[src/rtl/axicb_slv_switch_rd.sv]
// Read-path slave switch: decodes AR requests onto up to four slaves, answers
// unmapped reads with DECERR bursts and round-robin arbitrates returning R bursts.
module axicb_slv_switch_rd #(
    parameter int                    AXI_ADDR_W      = 16,
    parameter int                    AXI_ID_W        = 8,
    parameter int                    AXI_DATA_W      = 8,
    parameter int                    SLV_NB          = 4,
    parameter logic [AXI_ADDR_W-1:0] SLV0_START_ADDR = AXI_ADDR_W'('h0000),
    parameter logic [AXI_ADDR_W-1:0] SLV0_END_ADDR   = AXI_ADDR_W'('h0FFF),
    parameter logic [AXI_ADDR_W-1:0] SLV1_START_ADDR = AXI_ADDR_W'('h1000),
    parameter logic [AXI_ADDR_W-1:0] SLV1_END_ADDR   = AXI_ADDR_W'('h1FFF),
    parameter logic [AXI_ADDR_W-1:0] SLV2_START_ADDR = AXI_ADDR_W'('h2000),
    parameter logic [AXI_ADDR_W-1:0] SLV2_END_ADDR   = AXI_ADDR_W'('h2FFF),
    parameter logic [AXI_ADDR_W-1:0] SLV3_START_ADDR = AXI_ADDR_W'('h3000),
    parameter logic [AXI_ADDR_W-1:0] SLV3_END_ADDR   = AXI_ADDR_W'('h3FFF),
    parameter int                    ARCH_W          = AXI_ID_W + AXI_ADDR_W + 8,
    parameter int                    RCH_W           = AXI_ID_W + AXI_DATA_W + 2
) (
    input  logic                    aclk,
    input  logic                    aresetn,
    input  logic                    i_arvalid,
    output logic                    i_arready,
    input  logic [ARCH_W-1:0]       i_arch,
    output logic                    i_rvalid,
    input  logic                    i_rready,
    output logic                    i_rlast,
    output logic [RCH_W-1:0]        i_rch,
    output logic [SLV_NB-1:0]       o_arvalid,
    input  logic [SLV_NB-1:0]       o_arready,
    output logic [ARCH_W-1:0]       o_arch,
    input  logic [SLV_NB-1:0]       o_rvalid,
    output logic [SLV_NB-1:0]       o_rready,
    input  logic [SLV_NB-1:0]       o_rlast,
    input  logic [SLV_NB*RCH_W-1:0] o_rch
);

    localparam int NREQ  = SLV_NB + 1;
    localparam int IDX_W = $clog2(NREQ);

    localparam logic [AXI_ADDR_W-1:0] START_ADDR [4] =
        '{SLV0_START_ADDR, SLV1_START_ADDR, SLV2_START_ADDR, SLV3_START_ADDR};
    localparam logic [AXI_ADDR_W-1:0] END_ADDR [4] =
        '{SLV0_END_ADDR, SLV1_END_ADDR, SLV2_END_ADDR, SLV3_END_ADDR};

    typedef enum logic {R_IDLE, R_LOCK} r_state_t;
    typedef enum logic {ERR_IDLE, ERR_RESP} err_state_t;

    logic [AXI_ADDR_W-1:0] ar_addr;
    logic [AXI_ID_W-1:0]   ar_id;
    logic [7:0]            ar_len;
    logic [SLV_NB-1:0]     slv_hit;
    logic                  mapped;

    assign ar_addr = i_arch[AXI_ID_W +: AXI_ADDR_W];
    assign ar_id   = i_arch[0 +: AXI_ID_W];
    assign ar_len  = i_arch[AXI_ID_W+AXI_ADDR_W +: 8];
    assign o_arch  = i_arch;

    // First matching window wins, so overlapping maps resolve to the lowest index.
    always_comb begin
        slv_hit = '0;
        mapped  = 1'b0;
        for (int unsigned k = 0; k < SLV_NB; k++) begin
            if (!mapped && ar_addr >= START_ADDR[k] && ar_addr <= END_ADDR[k]) begin
                slv_hit[k] = 1'b1;
                mapped     = 1'b1;
            end
        end
    end

    err_state_t            err_state, err_state_nxt;
    logic [AXI_ID_W-1:0]   err_id, err_id_nxt;
    logic [7:0]            err_cnt, err_cnt_nxt;
    logic                  err_valid, err_last, ar_err_hs, err_hs;
    logic [RCH_W-1:0]      err_rch;

    assign err_valid = (err_state == ERR_RESP);
    assign err_last  = err_valid && (err_cnt == '0);
    assign ar_err_hs = i_arvalid && !mapped && (err_state == ERR_IDLE);
    assign o_arvalid = aresetn ? (slv_hit & {SLV_NB{i_arvalid}}) : '0;
    assign i_arready = aresetn && (mapped ? |(o_arready & slv_hit) : (err_state == ERR_IDLE));

    always_comb begin
        err_rch                 = '0;
        err_rch[RCH_W-2 +: 2]   = 2'b11;
        err_rch[0 +: AXI_ID_W]  = err_id;
    end

    r_state_t              r_state, r_state_nxt;
    logic [IDX_W-1:0]      ptr, ptr_nxt, lock_idx, lock_nxt, pick_idx, gnt_idx, ptr_wrap;
    logic                  pick_any, gnt_any, r_hs, r_done;
    logic [NREQ-1:0]       req, last_v, gnt_vec;
    logic [RCH_W-1:0]      rch_all [NREQ];
    int unsigned           slot;

    assign req    = {err_valid, o_rvalid};
    assign last_v = {err_last, o_rlast};

    always_comb begin
        for (int unsigned k = 0; k < SLV_NB; k++) rch_all[k] = o_rch[k*RCH_W +: RCH_W];
        rch_all[SLV_NB] = err_rch;
    end

    always_comb begin
        pick_any = 1'b0;
        pick_idx = '0;
        slot     = 0;
        for (int unsigned i = 0; i < NREQ; i++) begin
            slot = 32'(ptr) + i;
            if (slot >= NREQ) slot = slot - NREQ;
            if (!pick_any && req[slot]) begin
                pick_any = 1'b1;
                pick_idx = IDX_W'(slot);
            end
        end
    end

    always_comb begin
        gnt_any = pick_any;
        gnt_idx = pick_idx;
        if (r_state == R_LOCK) begin
            gnt_any = 1'b1;
            gnt_idx = lock_idx;
        end
    end

    assign gnt_vec  = gnt_any ? (NREQ'(1) << gnt_idx) : '0;
    assign i_rvalid = aresetn && gnt_any && req[gnt_idx];
    assign i_rlast  = aresetn && gnt_any && last_v[gnt_idx];
    assign i_rch    = (aresetn && gnt_any) ? rch_all[gnt_idx] : '0;
    assign o_rready = aresetn ? (gnt_vec[SLV_NB-1:0] & {SLV_NB{i_rready}}) : '0;
    assign r_hs     = i_rvalid && i_rready;
    assign r_done   = r_hs && i_rlast;
    assign err_hs   = r_hs && gnt_vec[SLV_NB];
    assign ptr_wrap = (gnt_idx == IDX_W'(SLV_NB)) ? '0 : gnt_idx + 1'b1;

    always_comb begin
        r_state_nxt = r_state;
        ptr_nxt     = ptr;
        lock_nxt    = lock_idx;
        case (r_state)
            R_IDLE: begin
                if (r_done) begin
                    ptr_nxt = ptr_wrap;
                end else if (i_rvalid) begin
                    r_state_nxt = R_LOCK;
                    lock_nxt    = gnt_idx;
                end
            end
            R_LOCK: begin
                if (r_done) begin
                    r_state_nxt = R_IDLE;
                    ptr_nxt     = ptr_wrap;
                end
            end
            default: r_state_nxt = R_IDLE;
        endcase
    end

    always_comb begin
        err_state_nxt = err_state;
        err_id_nxt    = err_id;
        err_cnt_nxt   = err_cnt;
        case (err_state)
            ERR_IDLE: begin
                if (ar_err_hs) begin
                    err_state_nxt = ERR_RESP;
                    err_id_nxt    = ar_id;
                    err_cnt_nxt   = ar_len;
                end
            end
            ERR_RESP: begin
                if (err_hs) begin
                    if (err_cnt == '0) err_state_nxt = ERR_IDLE;
                    else               err_cnt_nxt   = err_cnt - 1'b1;
                end
            end
            default: err_state_nxt = ERR_IDLE;
        endcase
    end

    always_ff @(posedge aclk) begin
        if (!aresetn) begin
            r_state   <= R_IDLE;
            ptr       <= '0;
            lock_idx  <= '0;
            err_state <= ERR_IDLE;
            err_id    <= '0;
            err_cnt   <= '0;
        end else begin
            r_state   <= r_state_nxt;
            ptr       <= ptr_nxt;
            lock_idx  <= lock_nxt;
            err_state <= err_state_nxt;
            err_id    <= err_id_nxt;
            err_cnt   <= err_cnt_nxt;
        end
    end

endmodule

[config.mk]
export PLATFORM = sky130hd
export DESIGN_NAME = axicb_slv_switch_rd
export DESIGN_NICKNAME = d
export VERILOG_FILES = /design/src/rtl/axicb_slv_switch_rd.sv
export SDC_FILE = /design/constraint.sdc
export NUM_CORES = 1
export LEC_CHECK = 0
export ABC_AREA = 1
export CAP_MARGIN = 20
export CORE_UTILIZATION = 41
export DETAILED_ROUTE_END_ITERATION = 8
export PLACE_DENSITY = 0.83
export SLEW_MARGIN = 20
export SYNTH_ARGS = -nofsm -noshare
export SYNTH_HDL_FRONTEND = slang
export SYNTH_SLANG_ARGS = --single-unit
[constraint.sdc]
create_clock -name aclk -period 5.2 [get_ports aclk]
set_input_delay 1.04 -clock aclk [delete_from_list [all_inputs] [get_ports aclk]]
set_output_delay 1.04 -clock aclk [all_outputs]
set_load 0.02 [all_outputs]
==> results of run 1 <==
==> per-layer routing <==
layer	vias to the layer above	part of all wire, %	wire length [µm]
met1	1993	42	5090
met5	-	0	0
met3	34	6.1	735
met2	197	50	5990
met4	0	2.2	271
li1	2213	-	-
==> layout make-up <==
type / instances / area, µm² / area share (%)
Clock buffer: 3 / 41.3 / 0.787
Clock inverter: 1 / 30.0 / 0.573
Inverter: 70 / 272 / 5.18
Multi-Input combinational cell: 446 / 2420 / 46.1
Sequential cell: 24 / 480 / 9.16
Tap cell: 105 / 131 / 2.51
Timing Repair Buffer: 190 / 1870 / 35.7
==> timing repair <==
action	CTS	global route
gates resized for setup	7	25
pin swaps	1	1
buffers inserted	0	8
endpoints found under the setup margin	17	21
==> state kept, by name (all words and copies together) (netlist names) <==
name       flops
err_cnt        8
err_id         8
lock_idx       3
ptr            3
err_state      1
r_state        1
==> logic make-up after synthesis <==
| family | after synthesis |
|---|---|
| compound gates | 103 |
| xor+xnor | 7 |
| simple gates | 321 |
| fa+ha+maj | 15 |
| flops | 24 |
| buf+inv | 115 |
==> metrics by stage <==
stage                     setup WS (ps)  util [%]  setup TNS [ps]  hold WS (ps)
final                               237      63.8               0           450
after global routing              -10.5      63.8           -24.3           477
after CTS                          14.0      62.7               0           455
after detailed placement          -60.3      61.8            -160           441
after global placement             58.1      61.8               0           442
after floorplan                     942         -               0           423
==> how the worst max path moves through the flow <==
stage	start	end	slack [ps]
floorplan	ptr[1]	i_rch[2]	940
global placement	o_rvalid[2]	i_rch[7]	60
detailed placement	o_rvalid[2]	i_rch[1]	-60
CTS	o_rvalid[2]	i_rch[6]	10
global route	ptr[1]	o_rready[1]	-10
finish	o_rvalid[2]	o_rready[2]	240
==> worst min-delay path, stage by stage, from the launching register on <==
cell     delay, ps
dfxtp_1        320
inv_1           50
a21oi_1         50
==> placed cells by master (no fill, tap or decap), drive strengths merged, types with 10 or more instances in the layout <==
cell           count
nand2            152
clkdlybuf4s50    134
nand3             75
inv               68
nor2              60
a21oi             41
buf               34
o21ai             30
dfxtp             24
dlymetal6s2s      18
a22oi             16
ha                15
nand4             12
or2               10
==> results.sh, run 1 <==
export IMPL_synth_area_top_cells="nand2_1 14%, dfxtp_1 14%, nand3_1 9.5%"
export IMPL_syn_cell_area_um2=3480
export IMPL_synth_top_area_share_pct=14.0
export IMPL_synthToLayoutAreaGrowth_pct=50.8
export IMPL_slew_viol_final=0
export IMPL_ant_nets=0
export IMPL_grt_use_total_pct=26.2
export IMPL_path_cells="clkdlybuf4s50_1 > inv_1 > nand2_1 > nand3_1 > nand3_2 > nand2_4 > nand3_1 > buf_4 > o21ai_0 > o2111ai_1 > nand2_2 > nand2_2 > inv_6 > nand3_1 > nor2_1 > clkdlybuf4s50_1"
export IMPL_antenna_found_initial=0
export IMPL_synth_largest_area_cell="nand2_1"
export IMPL_post_dp_hpwl_um=9760
export IMPL_drive_above_1_share_pct=14.6
export IMPL_drt_wl_total_um=12100
export IMPL_fin_crit_ps=4960
export IMPL_fmax_mhz=201
export IMPL_synthAdderAreaFrac_pct=5.40
export IMPL_clock_sinks=24
export IMPL_place_port_buffers=156
export IMPL_nFillCells=758
export IMPL_grtUsageMet2_pct=45.1
export IMPL_min_path_type="flop to flop"
export IMPL_grt_max_degree=19
export IMPL_skew_ps=4.45
export IMPL_via_per_inst=5.29
export IMPL_dr_pass1_iters=5
export IMPL_setup_violations_final=0
export IMPL_min_to="err_id[2]"
export IMPL_die_width_um=94.1
export IMPL_drc_errors=0
export IMPL_row_count=33
export IMPL_syn_avg_cell_area_um2=5.94
export IMPL_max_stage_delay_ps=630
export IMPL_coreArea_um2=8220
export IMPL_grt_pass1_vias=4138
export IMPL_arrival_ps=3920
export IMPL_synth_seq_area_share_pct=13.8
export IMPL_stdcell_count=839
export IMPL_muxShareOfSynthArea_pct=0
export IMPL_path_buf_inv=5
export IMPL_place_gp_congestion=0.910
export IMPL_io_pins=181
export IMPL_synth_common_cells="130 x nand2_1, 66 x nand3_1, 57 x inv_1"
export IMPL_cp_max_fo=18
export IMPL_crit_type="input pin to output port"
export IMPL_initial_utilization_pct=42.3
export IMPL_nNetsFinal=870
export IMPL_dieArea_um2=8850
export IMPL_yosysMostFrequentCell="nand2_1"
export IMPL_r2r_cells=27
export IMPL_yosys_most_used_dff="dfxtp_1"
export IMPL_path_delay_family="buffers and inverters"
export IMPL_cp_common_cell="nand3_1"
export IMPL_synth_top_family_by_area="simple AND/OR/NAND/NOR gates"
export IMPL_hold_start="err_id[2]"
export IMPL_cts_buffer_depth=2
export IMPL_tightest_slew_ps=583
export IMPL_cts_max_level=1
export IMPL_cap_violations=0
export IMPL_use_met1_pct=33.7
export IMPL_ys_seq_elements=24
export IMPL_ys_warn_count=0
export IMPL_cts_tree="built"
export IMPL_drt_iter0_drc=222
export IMPL_grt_overflow_total=0
export IMPL_cts_buffers=3
export IMPL_cts_root_buffer="clkbuf_8"
export IMPL_cts_hold_buf=0
export IMPL_synth_edf_count=0
export IMPL_synthSimpleGateAreaFrac_pct=44.8
export IMPL_reg2reg_setup_slack_ps=1460
export IMPL_netlist_instances=585
export IMPL_path_depth=16
export IMPL_r2r_end="ptr[1]"
export IMPL_grt_pass1_wl_um=18900
export IMPL_relSlewSlack_pct=61.0
export IMPL_routed_via_count=4437
export IMPL_met3_usage_pct=3.48
export IMPL_rr_startpoint="ptr[1]"
export IMPL_cp_start_kind="input pin"
export IMPL_placed_area_um2=5070
export IMPL_synth_xor_area_share_pct=1.98
export IMPL_whs_path_depth=2
export IMPL_post_place_cells=827
export IMPL_synth_nets=720
export IMPL_finalHoldViolations=0
export IMPL_status="finished clean"
export IMPL_antenna_cells=0
export IMPL_crit_slowest_cell="clkdlybuf4s50_1"
export IMPL_die_height_um=94.1
export IMPL_ys_types=40
export IMPL_postSynth_asyncResetShare_pct=0
export IMPL_drt_wirelength_per_cell_um=14.4
export IMPL_clkLatencyLatePin_ps=270
export IMPL_period_share_pct=95.4
export IMPL_postLayoutCellArea_um2=5240
export IMPL_top_usage_layer="met2"
export IMPL_path_clk_slew_ps=90
export IMPL_required_ps=4160
export IMPL_synth_compound_area_share_pct=17.2
export IMPL_end_kind="output port"
Power of run 1 is left out: the tool's default activity adds up to more than one toggle a clock period on the data nets, which glitch-free logic cannot reach.
==> run 2: changes to the inputs <==
- SKIP_LAST_GASP: default -> 1
==> run 2 against run 1 <==
Against the previous run: clock skew rose by 3.3 ps; via count fell by 0.68%; count of clock-buffer cells in the layout did not move; critical endpoint unchanged; setup slack got worse by 8.0 ps.
==> results.sh, run 2 (synthesized netlist as in run 1, its figures left out) <==
export IMPL_cp_max_fo=18
export IMPL_cp_common_cell="nand3_1"
export IMPL_clkLatencyLatePin_ps=270
export IMPL_end_kind="output port"
export IMPL_cts_buffer_depth=2
export IMPL_clock_sinks=24
export IMPL_synthToLayoutAreaGrowth_pct=50.3
export IMPL_cap_violations=0
export IMPL_crit_type="input pin to output port"
export IMPL_drive_above_1_share_pct=14.1
export IMPL_period_share_pct=95.6
export IMPL_setup_violations_final=0
export IMPL_cts_tree="built"
export IMPL_io_pins=181
export IMPL_initial_utilization_pct=42.3
export IMPL_layout_common_cells="135 x clkdlybuf4s50_1, 130 x nand2_1, 66 x nand3_1"
export IMPL_status="finished clean"
export IMPL_crit_slowest_cell="clkdlybuf4s50_1"
export IMPL_die_width_um=94.1
export IMPL_reg_top3="err_cnt: 8 flops, err_id: 8 flops"
export IMPL_fin_crit_ps=4970
export IMPL_routed_via_count=4407
export IMPL_drt_wl_total_um=11900
export IMPL_required_ps=4160
export IMPL_post_place_cells=827
export IMPL_drt_iter0_drc=242
export IMPL_place_port_buffers=156
export IMPL_rsz0062_at_grt="yes"
export IMPL_dieArea_um2=8850
export IMPL_cts_buffers=3
export IMPL_ant_nets=0
export IMPL_cts_root_buffer="clkbuf_8"
export IMPL_die_height_um=94.1
export IMPL_nNetsFinal=867
export IMPL_relSlewSlack_pct=61.1
export IMPL_tightest_slew_ps=582
export IMPL_cts_max_level=1
export IMPL_finalHoldViolations=0
export IMPL_coreArea_um2=8220
export IMPL_grt_pass1_wl_um=18900
export IMPL_path_buf_inv=5
export IMPL_slew_viol_final=0
export IMPL_path_cells="clkdlybuf4s50_1 > inv_1 > nand2_1 > nand3_1 > nand3_2 > nand2_4 > nand3_1 > buf_4 > o21ai_0 > o2111ai_1 > nand2_2 > nand2_2 > inv_6 > nand3_1 > nor2_1 > clkdlybuf4s50_1"
export IMPL_fmax_mhz=201
export IMPL_post_dp_hpwl_um=9760
export IMPL_path_delay_family="buffers and inverters"
export IMPL_max_stage_delay_ps=630
export IMPL_antenna_cells=0
export IMPL_via_per_inst=5.27
export IMPL_grt_overflow_total=0
export IMPL_drt_wirelength_per_cell_um=14.2
export IMPL_cts_hold_buf=0
export IMPL_cp_start_kind="input pin"
export IMPL_grt_pass1_vias=4138
export IMPL_drc_errors=0
export IMPL_final_common_cell="clkdlybuf4s50_1"
export IMPL_row_count=33
export IMPL_dr_pass1_iters=5
export IMPL_grt_max_degree=19
export IMPL_skew_ps=7.77
export IMPL_arrival_ps=3930
export IMPL_stdcell_count=836
export IMPL_grt_use_total_pct=26.2
export IMPL_place_gp_congestion=0.910
export IMPL_min_path_type="flop to flop"
export IMPL_antenna_found_initial=0
export IMPL_path_clk_slew_ps=90
run 2: stage by stage:
stage	area (µm²)	setup WS [ps]	hold WS (ps)	setup TNS, ps	util (%)
final	5230	229	450	0	63.6
after global routing	5230	-10.5	477	-24.5	63.6
after CTS	5150	-19.0	455	-19.0	62.7
after detailed placement	5070	-60.3	441	-160	61.8
after global placement	5070	58.1	442	0	61.8
after floorplan	3480	942	423	0	-
run 2: path summary, 6_finish.rpt:
| path | startpoint | to | slack (ps) | depth (start not counted) |
|---|---|---|---|---|
| worst min register to register | err_id[2] | err_id[2] | 450 | 2 |
| worst max register to register | ptr[1] | err_cnt[4] | 1490 | 27 |
| worst min-delay path | err_id[2] | err_id[2] | 450 | 2 |
| worst max-delay path | o_rvalid[2] | o_rready[2] | 230 | 16 |
run 2: per-layer routing:
| metal | vias up | part of all wire, % | track usage (%) |
|---|---|---|---|
| li1 | 2207 | - | - |
| met1 | 1991 | 43 | 33.7 |
| met2 | 185 | 50 | 45.1 |
| met3 | 24 | 5.4 | 3.48 |
| met4 | 0 | 1.7 | 8.21 |
| met5 | - | 0 | 0 |
run 2: cell type report:
type,count,area [µm²]
fillers,757,2990
multi-input cells,446,2420
repair buffers,187,1850
flip-flops and latches,24,480
inverters,70,272
well taps,105,131
clock buffers,3,41.3
clock inverters,1,30.0
run 2: worst min-delay path, stage by stage, from the launching register on:
cell     delay, ps
dfxtp_1        320
inv_1           50
a21oi_1         50
run 2: repair_timing:
action                                  CTS  global route
endpoints found under the setup margin   17            21
gates resized for setup                   6            23
pin swaps                                 1             1
endpoints found under the hold margin     0             0
setup buffers                             0             5
Power of run 2 is left out for the same reason.
